`src/rtl/doubling_monitor_pkg.sv`:
```
// Shared types and helpers for the doubling-stage monitor.
package doubling_monitor_pkg;

  // Checker FSM states; encodings are visible on the state output.
  typedef enum logic [1:0] {
    ST_SYNC    = 2'd0,
    ST_TRACK   = 2'd1,
    ST_WRAPPED = 2'd2,
    ST_FAULT   = 2'd3
  } state_t;

  // Event codes carried through the event FIFO; NONE is the empty-head value.
  typedef enum logic [1:0] {
    EV_NONE  = 2'd0,
    EV_SYNC  = 2'd1,
    EV_WRAP  = 2'd2,
    EV_FAULT = 2'd3
  } ev_code_t;

  typedef struct packed {
    ev_code_t    code;
    logic [7:0]  data;
  } event_t;

  // First value of every doubling run.
  localparam logic [7:0] SEED_VALUE = 8'h01;

  // True when exactly one bit of v is set.
  function automatic logic is_onehot(input logic [7:0] v);
    return (v != '0) && ((v & (v - 8'd1)) == '0);
  endfunction

  // Bit position of a one-hot value (undefined input gives highest set bit).
  function automatic logic [2:0] encode_onehot(input logic [7:0] v);
    logic [2:0] idx;
    idx = '0;
    for (int unsigned i = 0; i < 8; i++) begin
      if (v[i]) idx = 3'(i);
    end
    return idx;
  endfunction

endpackage

```
`src/rtl/doubling_monitor_event_fifo.sv`:
```
// Show-ahead event FIFO with flush; accepts a push while full when the
// head is popped in the same cycle.
module event_fifo
  import doubling_monitor_pkg::*;
#(
  parameter int unsigned DEPTH = 4,
  parameter type         T     = event_t
) (
  input  logic clk,
  input  logic rst_n,
  input  logic push,
  input  T     push_data,
  input  logic pop,
  input  logic flush,
  output T     head,
  output logic empty,
  output logic full
);

  localparam int unsigned AW      = $clog2(DEPTH);
  localparam logic [AW:0] PTR_ONE = (AW + 1)'(1);

  logic [AW:0] r_wr_ptr;
  logic [AW:0] r_rd_ptr;
  T            r_mem [DEPTH];

  logic w_pop_ok;
  logic w_push_ok;

  assign empty = (r_wr_ptr == r_rd_ptr);
  assign full  = (r_wr_ptr[AW] != r_rd_ptr[AW]) &&
                 (r_wr_ptr[AW-1:0] == r_rd_ptr[AW-1:0]);

  // A pop frees the slot the same cycle, so a full FIFO may still accept.
  assign w_pop_ok  = pop && !empty;
  assign w_push_ok = push && (!full || w_pop_ok);

  // Head is forced to zero when empty so the outputs read as NONE/0.
  assign head = empty ? T'('0) : r_mem[r_rd_ptr[AW-1:0]];

  // Pointer update; flush empties the FIFO and overrides push/pop.
  always_ff @(posedge clk or negedge rst_n) begin
    if (!rst_n) begin
      r_wr_ptr <= '0;
      r_rd_ptr <= '0;
    end else if (flush) begin
      r_wr_ptr <= '0;
      r_rd_ptr <= '0;
    end else begin
      if (w_push_ok) r_wr_ptr <= r_wr_ptr + PTR_ONE;
      if (w_pop_ok)  r_rd_ptr <= r_rd_ptr + PTR_ONE;
    end
  end

  // Storage write; contents are don't-care until the pointers expose them.
  always_ff @(posedge clk) begin
    if (w_push_ok && !flush) r_mem[r_wr_ptr[AW-1:0]] <= push_data;
  end

endmodule

```
`src/rtl/doubling_monitor.sv`:
```
// Checks that the doubling stage output follows 1,2,4..128,0,0.. and logs
// SYNC/WRAP/FAULT events into a FIFO drained over valid/ready.
module doubling_monitor
  import doubling_monitor_pkg::*;
#(
  parameter int unsigned FIFO_DEPTH = 4
) (
  input  logic       clk,
  input  logic       rst_n,
  input  logic [7:0] in_value,
  input  logic       clear,
  output logic [1:0] state,
  output logic [2:0] log2_idx,
  output logic       idx_valid,
  output logic [7:0] mismatch_count,
  output logic       ev_valid,
  input  logic       ev_ready,
  output logic [1:0] ev_code,
  output logic [7:0] ev_data,
  output logic       ev_dropped
);

  state_t     r_state;
  state_t     w_next_state;
  logic [7:0] r_prev;
  logic [7:0] w_expected;
  logic [2:0] r_log2_idx;
  logic       r_idx_valid;
  logic [7:0] r_mismatch_count;
  logic       r_ev_dropped;

  logic       w_push;
  event_t     w_push_ev;
  logic       w_fault_hit;
  logic       w_pop;
  logic       w_fifo_empty;
  logic       w_fifo_full;
  event_t     w_head;

  // 8-bit shift drops bit 7, giving the truncated doubling directly.
  assign w_expected = r_prev << 1;

  // Next-state and event selection; clear wins over every transition.
  always_comb begin
    w_next_state = r_state;
    w_push       = 1'b0;
    w_push_ev    = '{code: EV_NONE, data: '0};
    w_fault_hit  = 1'b0;
    if (clear) begin
      w_next_state = ST_SYNC;
    end else begin
      case (r_state)
        ST_SYNC: begin
          if (in_value == SEED_VALUE) begin
            w_next_state = ST_TRACK;
            w_push       = 1'b1;
            w_push_ev    = '{code: EV_SYNC, data: in_value};
          end
        end
        ST_TRACK: begin
          if (in_value == w_expected && in_value != '0) begin
            w_next_state = ST_TRACK;
          end else if (in_value == w_expected) begin
            w_next_state = ST_WRAPPED;
            w_push       = 1'b1;
            w_push_ev    = '{code: EV_WRAP, data: in_value};
          end else begin
            w_next_state = ST_FAULT;
            w_push       = 1'b1;
            w_push_ev    = '{code: EV_FAULT, data: in_value};
            w_fault_hit  = 1'b1;
          end
        end
        ST_WRAPPED: begin
          if (in_value == '0) begin
            w_next_state = ST_WRAPPED;
          end else if (in_value == SEED_VALUE) begin
            w_next_state = ST_TRACK;
            w_push       = 1'b1;
            w_push_ev    = '{code: EV_SYNC, data: in_value};
          end else begin
            w_next_state = ST_FAULT;
            w_push       = 1'b1;
            w_push_ev    = '{code: EV_FAULT, data: in_value};
            w_fault_hit  = 1'b1;
          end
        end
        default: begin
          w_next_state = ST_FAULT;
        end
      endcase
    end
  end

  // State register and previous-sample capture.
  always_ff @(posedge clk or negedge rst_n) begin
    if (!rst_n) begin
      r_state <= ST_SYNC;
      r_prev  <= '0;
    end else begin
      r_state <= w_next_state;
      r_prev  <= in_value;
    end
  end

  // Bit-position report for samples that keep or enter tracking.
  always_ff @(posedge clk or negedge rst_n) begin
    if (!rst_n) begin
      r_log2_idx  <= '0;
      r_idx_valid <= 1'b0;
    end else if (w_next_state == ST_TRACK && is_onehot(in_value)) begin
      r_log2_idx  <= encode_onehot(in_value);
      r_idx_valid <= 1'b1;
    end else begin
      r_idx_valid <= 1'b0;
    end
  end

  // Saturating fault counter; survives clear.
  always_ff @(posedge clk or negedge rst_n) begin
    if (!rst_n) begin
      r_mismatch_count <= '0;
    end else if (w_fault_hit && r_mismatch_count != '1) begin
      r_mismatch_count <= r_mismatch_count + 8'd1;
    end
  end

  // Sticky drop flag: a push that the full FIFO could not take.
  always_ff @(posedge clk or negedge rst_n) begin
    if (!rst_n) begin
      r_ev_dropped <= 1'b0;
    end else if (clear) begin
      r_ev_dropped <= 1'b0;
    end else if (w_push && w_fifo_full && !w_pop) begin
      r_ev_dropped <= 1'b1;
    end
  end

  assign w_pop = ev_ready && !w_fifo_empty;

  event_fifo #(
    .DEPTH (FIFO_DEPTH),
    .T     (event_t)
  ) u_event_fifo (
    .clk       (clk),
    .rst_n     (rst_n),
    .push      (w_push),
    .push_data (w_push_ev),
    .pop       (ev_ready),
    .flush     (clear),
    .head      (w_head),
    .empty     (w_fifo_empty),
    .full      (w_fifo_full)
  );

  assign state          = r_state;
  assign log2_idx       = r_log2_idx;
  assign idx_valid      = r_idx_valid;
  assign mismatch_count = r_mismatch_count;
  assign ev_valid       = !w_fifo_empty;
  assign ev_code        = w_head.code;
  assign ev_data        = w_head.data;
  assign ev_dropped     = r_ev_dropped;

endmodule
```
`config.mk`:
```
export PLATFORM = sky130hd
export DESIGN_NAME = doubling_monitor
export DESIGN_NICKNAME = d
export VERILOG_FILES = /design/src/rtl/doubling_monitor_pkg.sv /design/src/rtl/doubling_monitor_event_fifo.sv /design/src/rtl/doubling_monitor.sv
export SDC_FILE = /design/constraint.sdc
export NUM_CORES = 1
export LEC_CHECK = 0
export CAP_MARGIN = 10
export CORE_MARGIN = 1.5
export CORE_UTILIZATION = 50
export CTS_CLUSTER_SIZE = 40
export DETAILED_ROUTE_END_ITERATION = 10
export PLACE_DENSITY = 0.72
export SYNTH_ARGS = -nofsm -noshare
export SYNTH_HDL_FRONTEND = slang
export SYNTH_SLANG_ARGS = --single-unit
export TNS_END_PERCENT = 1
```
`constraint.sdc`:
```
create_clock -name clk -period 2.4 [get_ports clk]
set_input_delay 0.24 -clock clk [delete_from_list [all_inputs] [get_ports clk]]
set_output_delay 0.24 -clock clk [all_outputs]
set_load 0.03 [all_outputs]
```
# Word level (Yosys, flattened, before mapping)
# Memory sizes are Yosys's and may differ from the RTL's.
# Cells that the tools add are included.
# op_classes
addsub,4
eq_ne,9
mux,42
n_bitwise,1
n_reduce_logical,22
# ops
operator,count
10-bit two-way mux,5
10-bit one-hot mux with 3 select lines,1
3-bit two-way mux,9
9-bit two-way mux,2
8-bit logical NOT,2
1-bit two-way mux,16
2-bit two-way mux,6
1-bit logical AND,10
"8-bit by 1-bit adder with 8-bit output, second input constant",1
8-bit AND,1
"8-bit by 1-bit equality test with 1-bit output, second input constant",1
8-bit equality test,1
"8-bit inequality test, second input constant",1
8-bit nonzero test,1
"8-bit by 1-bit subtractor with 8-bit output, second input constant",1
"3-bit by 1-bit adder with 3-bit output, second input constant",2
2-bit one-hot mux with 3 select lines,1
2-bit nonzero test,3
"2-bit by 1-bit equality test with 1-bit output, second input constant",2
1-bit logical NOT,4
3-bit equality test,1
1-bit one-hot mux with 3 select lines,1
2-bit equality test,1
"2-bit equality test, second input constant",1
4 further kinds,4
# word_totals
ff_bits,28
ramBits,40
inputBits,12
elab_cells,87
mem_count,1
# memory_table
memory,words,word_bits,rd,rd_clocked_by_memory_dff,write_ports,line,rtl
u_event_fifo.r_mem,4,10,1,0,1,doubling_monitor_event_fifo.sv:25,T r_mem [DEPTH];

# Depth between registers and ports, before layout
# Gate-level depths: netlist of the first run.
# logic_depth
ltp_word,9
mapped_depth,7
depth_no_buf,7

# By module
# From an unflattened synthesis of the first run, not the netlist that was laid out.
# unflattened
cells_unflattened,245
area_unflattened_um2,3319.4
# by_module_without_submodules
module,instances,cells_per_inst,area_per_inst_um2
event_fifo,1,117,2011.9
doubling_monitor,1,128,1307.5

# Worst setup path before layout of the first run
# OpenSTA, ideal clock, no wires.
# synth_timing
path_kind,reg-to-reg
start,register r_mismatch_count[0] (netlist: mismatch_count[0])
end,register r_mismatch_count[1] (netlist: mismatch_count[1])
setup_time_ns,0.125
arrival_time_ns,2.190
t_required_ns,2.275
slack_ns,0.086
path_stages_with_launch,6
n_path_buf,0
path_cell_list,dfrtp_1 -> ha_1 -> and3_1 -> a311oi_1 -> a21boi_0 -> mux2_2
# synth_via
elab_chain_cells,2
elab_cells_between_ends,3
classes_between,1 x add/sub; 1 x eq/ne; 1 x reduce/logical
# synth_lines
item,line,rtl
from (decl),doubling_monitor.sv:29,logic [7:0] r_mismatch_count;
from (signal assigned),doubling_monitor.sv:124,r_mismatch_count <= r_mismatch_count + 8'd1;
"parallel branches: the longest is 2 deep, another holds 8-bit by 1-bit adder with 8-bit output",-,
# Several ways; the timed one is not identified.
# A chain may end at the register's enable or synchronous reset.

# Worst setup path in the final report of the first run
# layout_timing
start,register u_event_fifo.r_rd_ptr[0]
end,output port ev_data[3]
# layout_via
elab_chain_cells,2
elab_cells_between_ends,3
classes_between,1 x eq/ne; 1 x mux; 1 x memory
# layout_lines
item,line,rtl
from (decl),doubling_monitor_event_fifo.sv:24,logic [AW:0] r_rd_ptr;
from (signal assigned),doubling_monitor_event_fifo.sv:51,if (w_pop_ok) r_rd_ptr <= r_rd_ptr + PTR_ONE;
memory read 4 x 10 bit / 3-bit equality test (equally long branches),-,
10-bit two-way mux (*),doubling_monitor_event_fifo.sv:39,assign head = empty ? T'('0) : r_mem[r_rd_ptr[AW-1:0]];
to (decl),doubling_monitor.sv:19,"output logic [7:0] ev_data,"
# Mark *: on every way between the ends. The rest lies on a longest branch, timed or not.

==> run_results.csv, run 1 <==
group,metric,value,unit
global_routing,grt.total_usage,18.6,%
synth,yosys-top-cells-count,"edfxtp_1, dfrtp_1, and2_1, nor2_1, xor2_1",
synth,sequential_element_share_of_the_synthesized_area,57.6,%
worst_setup_path,path_max_fanout,10,
sta,fmaxAchievable,0.441,GHz
clocking,cts.path.max_buffers,2,
synth,postSynthNetCount,263,
sta,setup_failing_eps_final,0,
synth,synthDominantCellAreaShare,36.4,%
clocking,clock_root_buffer,"clkbuf_8",
synth,synth_edf_count,40,
synth,post_synth_main_area_contributors,"edfxtp_1, dfrtp_1, mux4_2",
placement,place_ws,-0.213,ns
synth,synth_flop_cell,"edfxtp_1",
run_status,outcome,"completed",
clocking,clk-insertion-delay-late,0.34,ns
pwr,leakagePower,1.74,nW
placement,place.detailed.hpwl,4550,um
drt,finalWirelength,6280,um
cells_and_area,insertedDiodeCount,0,
cells_and_area,drive_above_1_share,22.2,%
clocking,clock_tree.htree_level_count,3,
pwr,p_per_area,1090,nW/um2
synth,synth_largest_area_cell,"edfxtp_1",
hold_path,hold_path.class,"in2async",
sta,post-route-worst-setup-slack,0.130,ns
synth,ys_ff_latch,68,
synth,mappedNetlistArea,3300,um2
sta,final-max-slew-violation-count,0,
drt,drt_first_pass_iters,4,
drt,wire_per_inst,15.8,um
drt,drtIter0Drc,105,
drt,drc,0,
global_routing,grt_first_pass_wirelength,10300,um
cells_and_area,layout-area-overhead-vs-synth,26.5,%
synth,synth.most_common_cell,"edfxtp_1",
synth,syn_inst,241,
worst_setup_path,timing.critical_path.required,2.16,ns
sta,maxSlewHeadroom,64.0,%
sta,grt_setup_unrepaired,"false",
clocking,cts.sink_count,68,
floorplan,starting_utilization_of_the_core_area,52.0,%
cells_and_area,n_fill_cell,486,
synth,async_reset_ff_share,41.2,%
floorplan,floorplan.io_pins,38,
clocking,inserted_clock_buffers,9,
job,drv_cap,0,
synth,synthesis.area_per_instance,13.7,um2
drt,drt.antenna.violating_nets,0,
clocking,postCtsHoldBufs,0,
worst_setup_path,crit_path_end_kind,"output pin",
global_routing,grt_antenna_before_repair,0,
clocking,clk_pin_slew,0.08,ns
floorplan,chipWidth,84.3,um
sta,worst_setup_skew_after_layout,0.0100,ns
floorplan,die_area,7100,um2
cells_and_area,design.final.nets,337,
sta,layout_min_cycle_time,2.27,ns
global_routing,gr-total-overflow,0,
placement,portBuffers,37,
global_routing,first_global_vias,2228,
placement,gp_congestion,0.847,
sta,worstMarginPinSlew,0.536,ns
clocking,cts_tree,"yes",
synth,yosysWarningCount,0,
pwr,total_power,4.53,mW
drt,vias_per_cell,5.47,
sta,fin_crit_sh,94.6,%
floorplan,number_of_rows_created_at_floorplan,29,
worst_setup_path,data_arrival_time_at_the_worst_slack_endpoint,2.03,ns
sta,final_hold_violation_count,0,
drt,vias,2171,
synth,synth.distinct_cells,49,
worst_setup_path,criticalPathCategory,"reg2out",
floorplan,die_height,84.3,um
pwr,vdd_ir_drop_max,746,uV
worst_setup_path,critical_path.startpoint_type,"flop",
floorplan,placeableCoreArea,6350,um2
global_routing,pin_count_of_the_biggest_net_entering_global_routing,29,
==> cells in the final DEF, fill, tap and decap left out, types with 7 or more instances in the layout <==
master           synthesis  layout
edfxtp_1                40      40
buf_4                    0      35
dfrtp_1                 28      28
clkdlybuf4s50_1          0      27
and2_1                  19      18
nor2_1                  17      17
xor2_1                  14      14
inv_1                   11      11
mux4_2                  10      10
ha_1                    10      10
dlygate4sd2_1            0      10
a21oi_1                  9       9
clkbuf_8                 0       9
nand2_1                  7       7
==> registers in the layout (all words and copies together) (netlist names) <==
signal / count
u_event_fifo.r_mem: 40
mismatch_count: 8
r_prev: 7
log2_idx: 3
u_event_fifo.r_rd_ptr: 3
u_event_fifo.r_wr_ptr: 3
state: 2
ev_dropped: 1
idx_valid: 1
==> timing repair <==
action                                  4_1_cts  5_1_grt
pin swaps                                     1        0
resized for setup                            10        1
endpoints found under the setup margin       10        7
buffers inserted                              0        1
==> where the power goes <==
group | switching (mW) | internal, mW
Combinational | 1.15 | 0.874
Sequential | 0.131 | 1.48
Clock | 0.428 | 0.473
==> layer usage <==
metal	share of wire [%]	routed length, um	up-vias	GRT usage (%)
met4	1.5	95	0	6.26
met5	0	0	-	0
met3	3.7	231	11	5.31
met1	44	2770	1071	23.2
li1	-	-	1041	-
met2	51	3180	48	31.4
==> through the flow <==
step	std cells	hold WS, ns	cell area [um2]	setup TNS (ns)	utilization, %
global route	397	0.293	4180	0	65.8
global placement	380	0.478	3990	-7.14	62.8
floorplan	241	-0.0556	3300	0	-
detailed placement	380	0.482	3990	-9.30	62.8
CTS	396	0.277	4170	0	65.6
finish	397	0.268	4180	0	65.8
==> path summary, 6_finish.rpt <==
path / start / to / slack, ns / cells past startpoint
max in group asynchronous: rst_n / r_prev[2] / 1.86 / 2
max reg2reg: r_prev[6] / u_event_fifo.r_mem[0][7] / 0.14 / 5
min in group clk: in_value[4] / r_prev[4] / 0.42 / 1
min: rst_n / u_event_fifo.r_rd_ptr[2] / 0.27 / 2
max: u_event_fifo.r_rd_ptr[0] / ev_data[3] / 0.13 / 4
min reg2reg: mismatch_count[5] / mismatch_count[5] / 0.49 / 1
==> final cells by class <==
type | instances | area, um2 | share of cell area [%]
clock buffer | 9 | 124 | 2.97
clock inverter | 7 | 67.6 | 1.62
inverter | 11 | 41.3 | 0.989
multi-input combinational | 152 | 1310 | 31.2
sequential | 68 | 1900 | 45.5
tap | 77 | 96.3 | 2.31
timing repair buffer | 73 | 641 | 15.3
==> cell families after synthesis <==
kind of cell	after synthesis	share of synthesized area [%]
adders and majority gates	11	4.09
and+or+nand+nor	69	12.5
muxes	18	9.40
AOI/OAI and AO/OA	34	8.23
xor gates and xnor gates	20	5.31
DFF	68	57.6
buffers and inverters	21	2.88
==> critical path, stage by stage (launching register included) <==
cell,delay (ns)
dfrtp_1,0.47
buf_12,0.19
mux4_2,0.52
and2_1,0.17
dlygate4sd2_1,0.34
(Power assumes the default switching activity.)
==> run 2: changes to the inputs <==
Settings changed: ABC_AREA set to 1, CELL_PAD_IN_SITES_DETAIL_PLACEMENT set to 1, CELL_PAD_IN_SITES_GLOBAL_PLACEMENT set to 1, CORE_UTILIZATION 50 to 47, PLACE_DENSITY 0.72 to 0.82.
Clock period 2.4 ns to 2.9 ns, I/O delays scaled along.
==> run_results.csv, run 2 <==
group,metric,value,unit
run_status,outcome,"completed",
synth,async_reset_ff_share,41.2,%
synth,synthesis.area_per_instance,9.60,um2
drt,finalWirelength,8290,um
worst_setup_path,crit_path_end_kind,"output pin",
worst_setup_path,cp_buf_inv_count,3,
worst_setup_path,worst_r2r_startpoint,"state[0]",
global_routing,grt_first_pass_wirelength,13600,um
sta,final_hold_violation_count,0,
clocking,clock_tree.htree_level_count,3,
worst_setup_path,data_arrival_time_at_the_worst_slack_endpoint,2.26,ns
drt,wire_per_inst,16.2,um
floorplan,die_height,88.6,um
global_routing,grt.total_usage,23.5,%
global_routing,grt_antenna_before_repair,0,
synth,synth_flop_cell,"edfxtp_1",
drt,vias,2586,
pwr,vdd_ir_drop_max,376,uV
synth,sequential_element_share_of_the_synthesized_area,55.2,%
worst_setup_path,crit_chain,"inv_1 -> nand2_1 -> a21oi_1 -> nand2_1 -> nand2_1 -> inv_1 -> clkdlybuf4s50_1",
cells_and_area,insertedDiodeCount,0,
cells_and_area,drive_above_1_share,14.3,%
worst_setup_path,worst-r2r-cell-count,9,
cells_and_area,n_fill_cell,813,
global_routing,first_global_vias,2757,
synth,syn_inst,359,
synth,yosysWarningCount,0,
synth,postSynthNetCount,381,
synth,ys_ff_latch,68,
sta,worstMarginPinSlew,0.548,ns
worst_setup_path,cp-endpoint,"ev_data[0]",
sta,fmaxAchievable,0.393,GHz
clocking,cts.repair.resized,0,
placement,gp_congestion,0.778,
worst_setup_path,timing.critical_path.required,2.61,ns
synth,yosys-top-cells-count,"nand2_1, inv_1, nor2_1, edfxtp_1, dfrtp_1",
worst_setup_path,critical_path_cell_count,7,
synth,synth.distinct_cells,27,
drt,vias_per_cell,5.05,
synth,mappedNetlistArea,3450,um2
drt,drt_first_pass_iters,4,
worst_setup_path,criticalPathCategory,"reg2out",
sta,grt_setup_unrepaired,"false",
floorplan,chipWidth,88.6,um
floorplan,starting_utilization_of_the_core_area,48.0,%
sta,post-route-worst-setup-slack,0.353,ns
drt,drtIter0Drc,100,
placement,place.detailed.hpwl,6060,um
floorplan,die_area,7850,um2
placement,portBuffers,37,
floorplan,placeableCoreArea,7180,um2
global_routing,pin_count_of_the_biggest_net_entering_global_routing,29,
clocking,cts_post_setup_buffers_inserted,0,
cells_and_area,layout.cells.non_filler,512,
clocking,clk_pin_slew,0.07,ns
pwr,leakagePower,1.85,nW
worst_setup_path,critical_path.startpoint_type,"flop",
placement,place_ws,0.485,ns
clocking,clock_root_buffer,"clkbuf_8",
job,drv_cap,0,
synth,post_synth_main_area_contributors,"edfxtp_1, dfrtp_1, nand2_1",
worst_setup_path,setup.reg_to_reg.worst_slack,0.88,ns
synth,synth_edf_count,40,
worst_setup_path,slowest_cp_cell,"clkdlybuf4s50_1",
cells_and_area,mostFrequentLayoutCells,"nand2_1, inv_1, nor2_1",
clocking,cts_tree,"yes",
worst_setup_path,critical_path.top_delay_family,"buffers and inverters",
clocking,clk-insertion-delay-late,0.33,ns
floorplan,number_of_rows_created_at_floorplan,31,
clocking,inserted_clock_buffers,9,
cells_and_area,layout_commonest_cell,"nand2_1",
clocking,cts.sink_count,68,
synth,synthDominantCellAreaShare,34.9,%
sta,totalNegativeSetupSlack,0,ns
sta,finalHoldWorstSlack,0.337,ns
sta,worst_setup_skew_after_layout,0.00597,ns
worst_setup_path,timing.critical_path.from,"u_event_fifo.r_wr_ptr[0]",
pwr,p_per_area,1040,nW/um2
sta,layout_min_cycle_time,2.55,ns
global_routing,gr-total-overflow,0,
floorplan,floorplan.io_pins,38,
worst_setup_path,r2r_end,"u_event_fifo.r_mem[1][1]",
clocking,cts.path.max_buffers,2,
hold_path,hold_path.class,"in2async",
clocking,postCtsHoldBufs,0,
placement,placed_cells,496,
sta,maxSlewHeadroom,63.3,%
synth,synth_largest_area_cell,"edfxtp_1",
worst_setup_path,most_common_cell_type_on_the_critical_path,"nand2_1",
sta,fin_crit_sh,87.8,%
sta,setup_failing_eps_final,0,
worst_setup_path,path_max_fanout,12,
cells_and_area,design.final.nets,430,
drt,drc,0,
sta,final-max-slew-violation-count,0,
drt,drt.antenna.violating_nets,0,
cells_and_area,utilization,58.3,%
synth,synth.most_common_cell,"nand2_1",
cells_and_area,layout-area-overhead-vs-synth,21.5,%
cells_and_area,largest_register_ffs,40,
worst_setup_path,biggest_cell_delay_along_the_critical_path,0.58,ns
run 2: cell count changes in the layout (fill, tap and decap cells not counted), sizes merged, moves of 5 or more:
cell,delta
nand2b,-5
and2,-19
inv,+44
xor2,-10
nand3,+19
nor2,+46
dlygate4sd2,-10
mux4,-10
nand2,+64
clkdlybuf4s50,+10
o21ai,+19
buf,-27
o32ai,+9
run 2: worst min path at each step:
stage,endpoint,slack [ns],cells past startpoint
global route,u_event_fifo.r_rd_ptr[2],0.36,2
CTS,u_event_fifo.r_rd_ptr[1],0.35,2
floorplan,ev_dropped,-0.006,0
global placement,log2_idx[2],0.47,2
detailed placement,log2_idx[2],0.49,2
finish,u_event_fifo.r_rd_ptr[0],0.34,2
run 2: worst reg2reg max path, delay by kind of cell, from the launching register on:
| kind | cells | cell delay [ns] |
|---|---|---|
| buffers and inverters | 3 | 0.46 |
| flip-flops | 1 | 0.43 |
| AND/OR/NAND/NOR | 5 | 0.60 |
| adder cells (fa/ha/maj) | 1 | 0.23 |
run 2: where the power goes:
group	internal [mW]	switching [mW]
Sequential	1.23	0.119
Combinational	0.775	1.38
Clock	0.481	0.349
run 2: layout make-up:
class | count | area [um2] | share of cell area (%)
flip-flops and latches | 68 | 1900 | 45.4
multi-input cells | 228 | 1310 | 31.2
repair buffers | 46 | 438 | 10.5
inverters | 55 | 206 | 4.93
clock buffers | 11 | 131 | 3.14
well taps | 99 | 124 | 2.96
clock inverters | 5 | 76.3 | 1.82
run 2: cell families after synthesis:
kind of cell | after synthesis | synth area share [%]
flops | 68 | 55.2
fa+ha+maj | 10 | 3.63
buf+inv | 63 | 6.86
compound gates | 43 | 7.70
simple gates | 162 | 23.3
xor+xnor | 13 | 3.30
run 2: through the flow:
stage / power [mW] / instance area (um2)
after global placement: 3.43 / 3980
after detailed placement: 3.53 / 3980
after floorplan: 2.73 / 3450
final: 4.33 / 4190
after CTS: 4.38 / 4190
after global routing: 4.62 / 4190
run 2: per-layer routing:
metal	vias up	routed length, um	GRT usage (%)	share of wire, %
met5	-	0	0	0
met4	0	112	7.24	1.4
met3	9	273	5.41	3.3
met2	45	4330	41.7	52
met1	1267	3570	28.3	43
li1	1265	-	-	-
==> run 3: changes to the inputs <==
Settings changed: GPL_TIMING_DRIVEN set to 0, SLEW_MARGIN set to 40.
==> run_results.csv, run 3 (synthesis gave the netlist of run 2 again) <==
group,metric,value,unit
run_status,outcome,"completed",
pwr,power.switching,1.94,mW
sta,worstMarginPinSlew,0.646,ns
worst_setup_path,timing.critical_path.from,"u_event_fifo.r_rd_ptr[1]",
sta,post-route-worst-setup-slack,0.0855,ns
sta,totalNegativeSetupSlack,0,ns
pwr,p_per_area,1070,nW/um2
sta,grt_setup_unrepaired,"true",
cells_and_area,design.final.nets,430,
cells_and_area,insertedDiodeCount,0,
pwr,power_frac_seq,30.4,%
sta,fin_crit_sh,97.1,%
pwr,internal_power,2.56,mW
worst_setup_path,path_max_fanout,10,
pwr,clock_power_share,20.9,%
clocking,cts.sink_count,68,
drt,finalWirelength,8520,um
cells_and_area,layout-area-overhead-vs-synth,21.9,%
sta,maxSlewHeadroom,56.9,%
floorplan,starting_utilization_of_the_core_area,48.0,%
sta,final_hold_violation_count,0,
worst_setup_path,setup.reg_to_reg.worst_slack,0.63,ns
worst_setup_path,worst_r2r_startpoint,"state[0]",
cells_and_area,drive_above_1_share,14.5,%
sta,setup_failing_eps_final,0,
placement,place.detailed.hpwl,5840,um
clocking,clk-insertion-delay-late,0.36,ns
floorplan,placeableCoreArea,7180,um2
drt,drt_first_pass_iters,4,
drt,vias,2659,
clocking,clk_pin_slew,0.08,ns
floorplan,chipWidth,88.6,um
sta,worst_setup_skew_after_layout,0.0109,ns
drt,wire_per_inst,16.6,um
worst_setup_path,criticalPathCategory,"reg2out",
clocking,inserted_clock_buffers,9,
pwr,vdd_ir_drop_max,471,uV
drt,vias_per_cell,5.19,
worst_setup_path,crit_chain,"clkbuf_1 -> o21ai_0 -> o32ai_1 -> nand2_1 -> inv_1 -> clkdlybuf4s50_1",
cells_and_area,layout_commonest_cell,"nand2_1",
pwr,power.combinational.fraction,48.7,%
worst_setup_path,critical_path.startpoint_type,"flop",
global_routing,grt.total_usage,23.7,%
hold_path,hold_path.class,"in2async",
worst_setup_path,data_arrival_time_at_the_worst_slack_endpoint,2.52,ns
drt,drt.antenna.violating_nets,0,
placement,postPlaceCellArea,3950,um2
worst_setup_path,slowest_cp_cell,"clkdlybuf4s50_1",
clocking,cts.path.max_buffers,2,
floorplan,floorplan.io_pins,38,
sta,layout_min_cycle_time,2.81,ns
cells_and_area,mostFrequentLayoutCells,"nand2_1, inv_1, nor2_1",
pwr,leakagePower,1.84,nW
cells_and_area,utilization,58.5,%
clocking,cts_post_setup_buffers_inserted,0,
pwr,switching_share,43.0,%
worst_setup_path,cp-endpoint,"ev_code[1]",
placement,place_ws,0.0693,ns
job,drv_cap,0,
sta,fmaxAchievable,0.355,GHz
worst_setup_path,crit_path_end_kind,"output pin",
worst_setup_path,r2r_end,"u_event_fifo.r_mem[2][0]",
global_routing,gr-total-overflow,0,
worst_setup_path,timing.critical_path.required,2.61,ns
drt,drtIter0Drc,113,
worst_setup_path,biggest_cell_delay_along_the_critical_path,0.66,ns
cells_and_area,n_fill_cell,823,
placement,portBuffers,37,
global_routing,pin_count_of_the_biggest_net_entering_global_routing,29,
clocking,clock_root_buffer,"clkbuf_8",
global_routing,first_global_vias,2808,
worst_setup_path,worst-r2r-cell-count,8,
global_routing,grt_first_pass_wirelength,13600,um
placement,gp_congestion,0.818,
global_routing,grt_antenna_before_repair,0,
sta,final-max-slew-violation-count,0,
floorplan,number_of_rows_created_at_floorplan,31,
floorplan,die_height,88.6,um
clocking,cts_tree,"yes",
cells_and_area,largest_register_ffs,40,
clocking,clock_tree.htree_level_count,3,
drt,drc,0,
cells_and_area,layout.cell_area.non_filler,4200,um2
floorplan,die_area,7850,um2
-- run 3: cell types whose count changed in the layout (fill, tap and decap cells not counted), sizes merged --
cell / before / now
buf: 9 / 2
dlygate4sd3: 0 / 1
bufinv: 2 / 3
clkinv: 2 / 4
clkdlybuf4s50: 37 / 36
clkbuf: 11 / 16
clkinvlp: 1 / 0
-- run 3: timing repair --
item                                    in CTS  in global routing
gates resized for setup                      2                  4
hold endpoints to repair                    28                  0
hold buffers                                 1                  0
endpoints found under the setup margin       2                  4
-- run 3: worst min path at each step --
| stage | slack, ns | cells past startpoint | end | from |
|---|---|---|---|---|
| after floorplan | -0.006 | 0 | ev_dropped | rst_n |
| after global placement | 0.47 | 2 | log2_idx[2] | log2_idx[2] |
| after detailed placement | 0.35 | 1 | u_event_fifo.r_wr_ptr[1] | rst_n |
| after CTS | 0.47 | 1 | r_prev[0] | in_value[0] |
| after global routing | 0.48 | 1 | r_prev[0] | in_value[0] |
| final | 0.49 | 2 | u_event_fifo.r_rd_ptr[2] | rst_n |
-- run 3: worst max-delay path, delay by kind of cell (launching register included) --
kind / cells / cell delay (ns)
AOI/OAI and AO/OA: 2 / 0.43
buffers and inverters: 3 / 1.17
DFF: 1 / 0.46
and+or+nand+nor: 1 / 0.09
-- run 3: power by group through the flow --
| stage | combinational [mW] | sequential (mW) | clock [mW] |
|---|---|---|---|
| CTS | 2.19 | 1.36 | 0.957 |
| detailed placement | 2.17 | 1.38 | 0 |
| finish | 2.19 | 1.37 | 0.942 |
| global placement | 2.08 | 1.37 | 0 |
| global route | 2.38 | 1.38 | 0.987 |
| floorplan | 1.28 | 1.45 | 0 |
-- run 3: through the flow --
step                std cells  power, mW  hold WS [ns]
floorplan                 359       2.73      -0.00559
global placement          495       3.45         0.471
detailed placement        495       3.54         0.353
CTS                       512       4.51         0.473
global route              512       4.75         0.484
finish                    512       4.50         0.488
-- run 3: area by class of cell --
type | instances | area [um2] | area share [%]
inverter | 55 | 206 | 4.92
tap | 99 | 124 | 2.95
multi-input combinational | 228 | 1320 | 31.4
clock buffer | 9 | 124 | 2.95
timing repair buffer | 38 | 375 | 8.94
buffer | 8 | 35.0 | 0.834
sequential | 68 | 1900 | 45.3
clock inverter | 7 | 115 | 2.74
-- run 3: layer usage --
layer  part of all wire, %  track usage [%]  up-vias
li1                      -                -     1269
met1                    43             28.4     1311
met2                    52             41.2       61
met3                   3.4             5.22       18
met4                   2.1             10.2        0
met5                     0                0        -
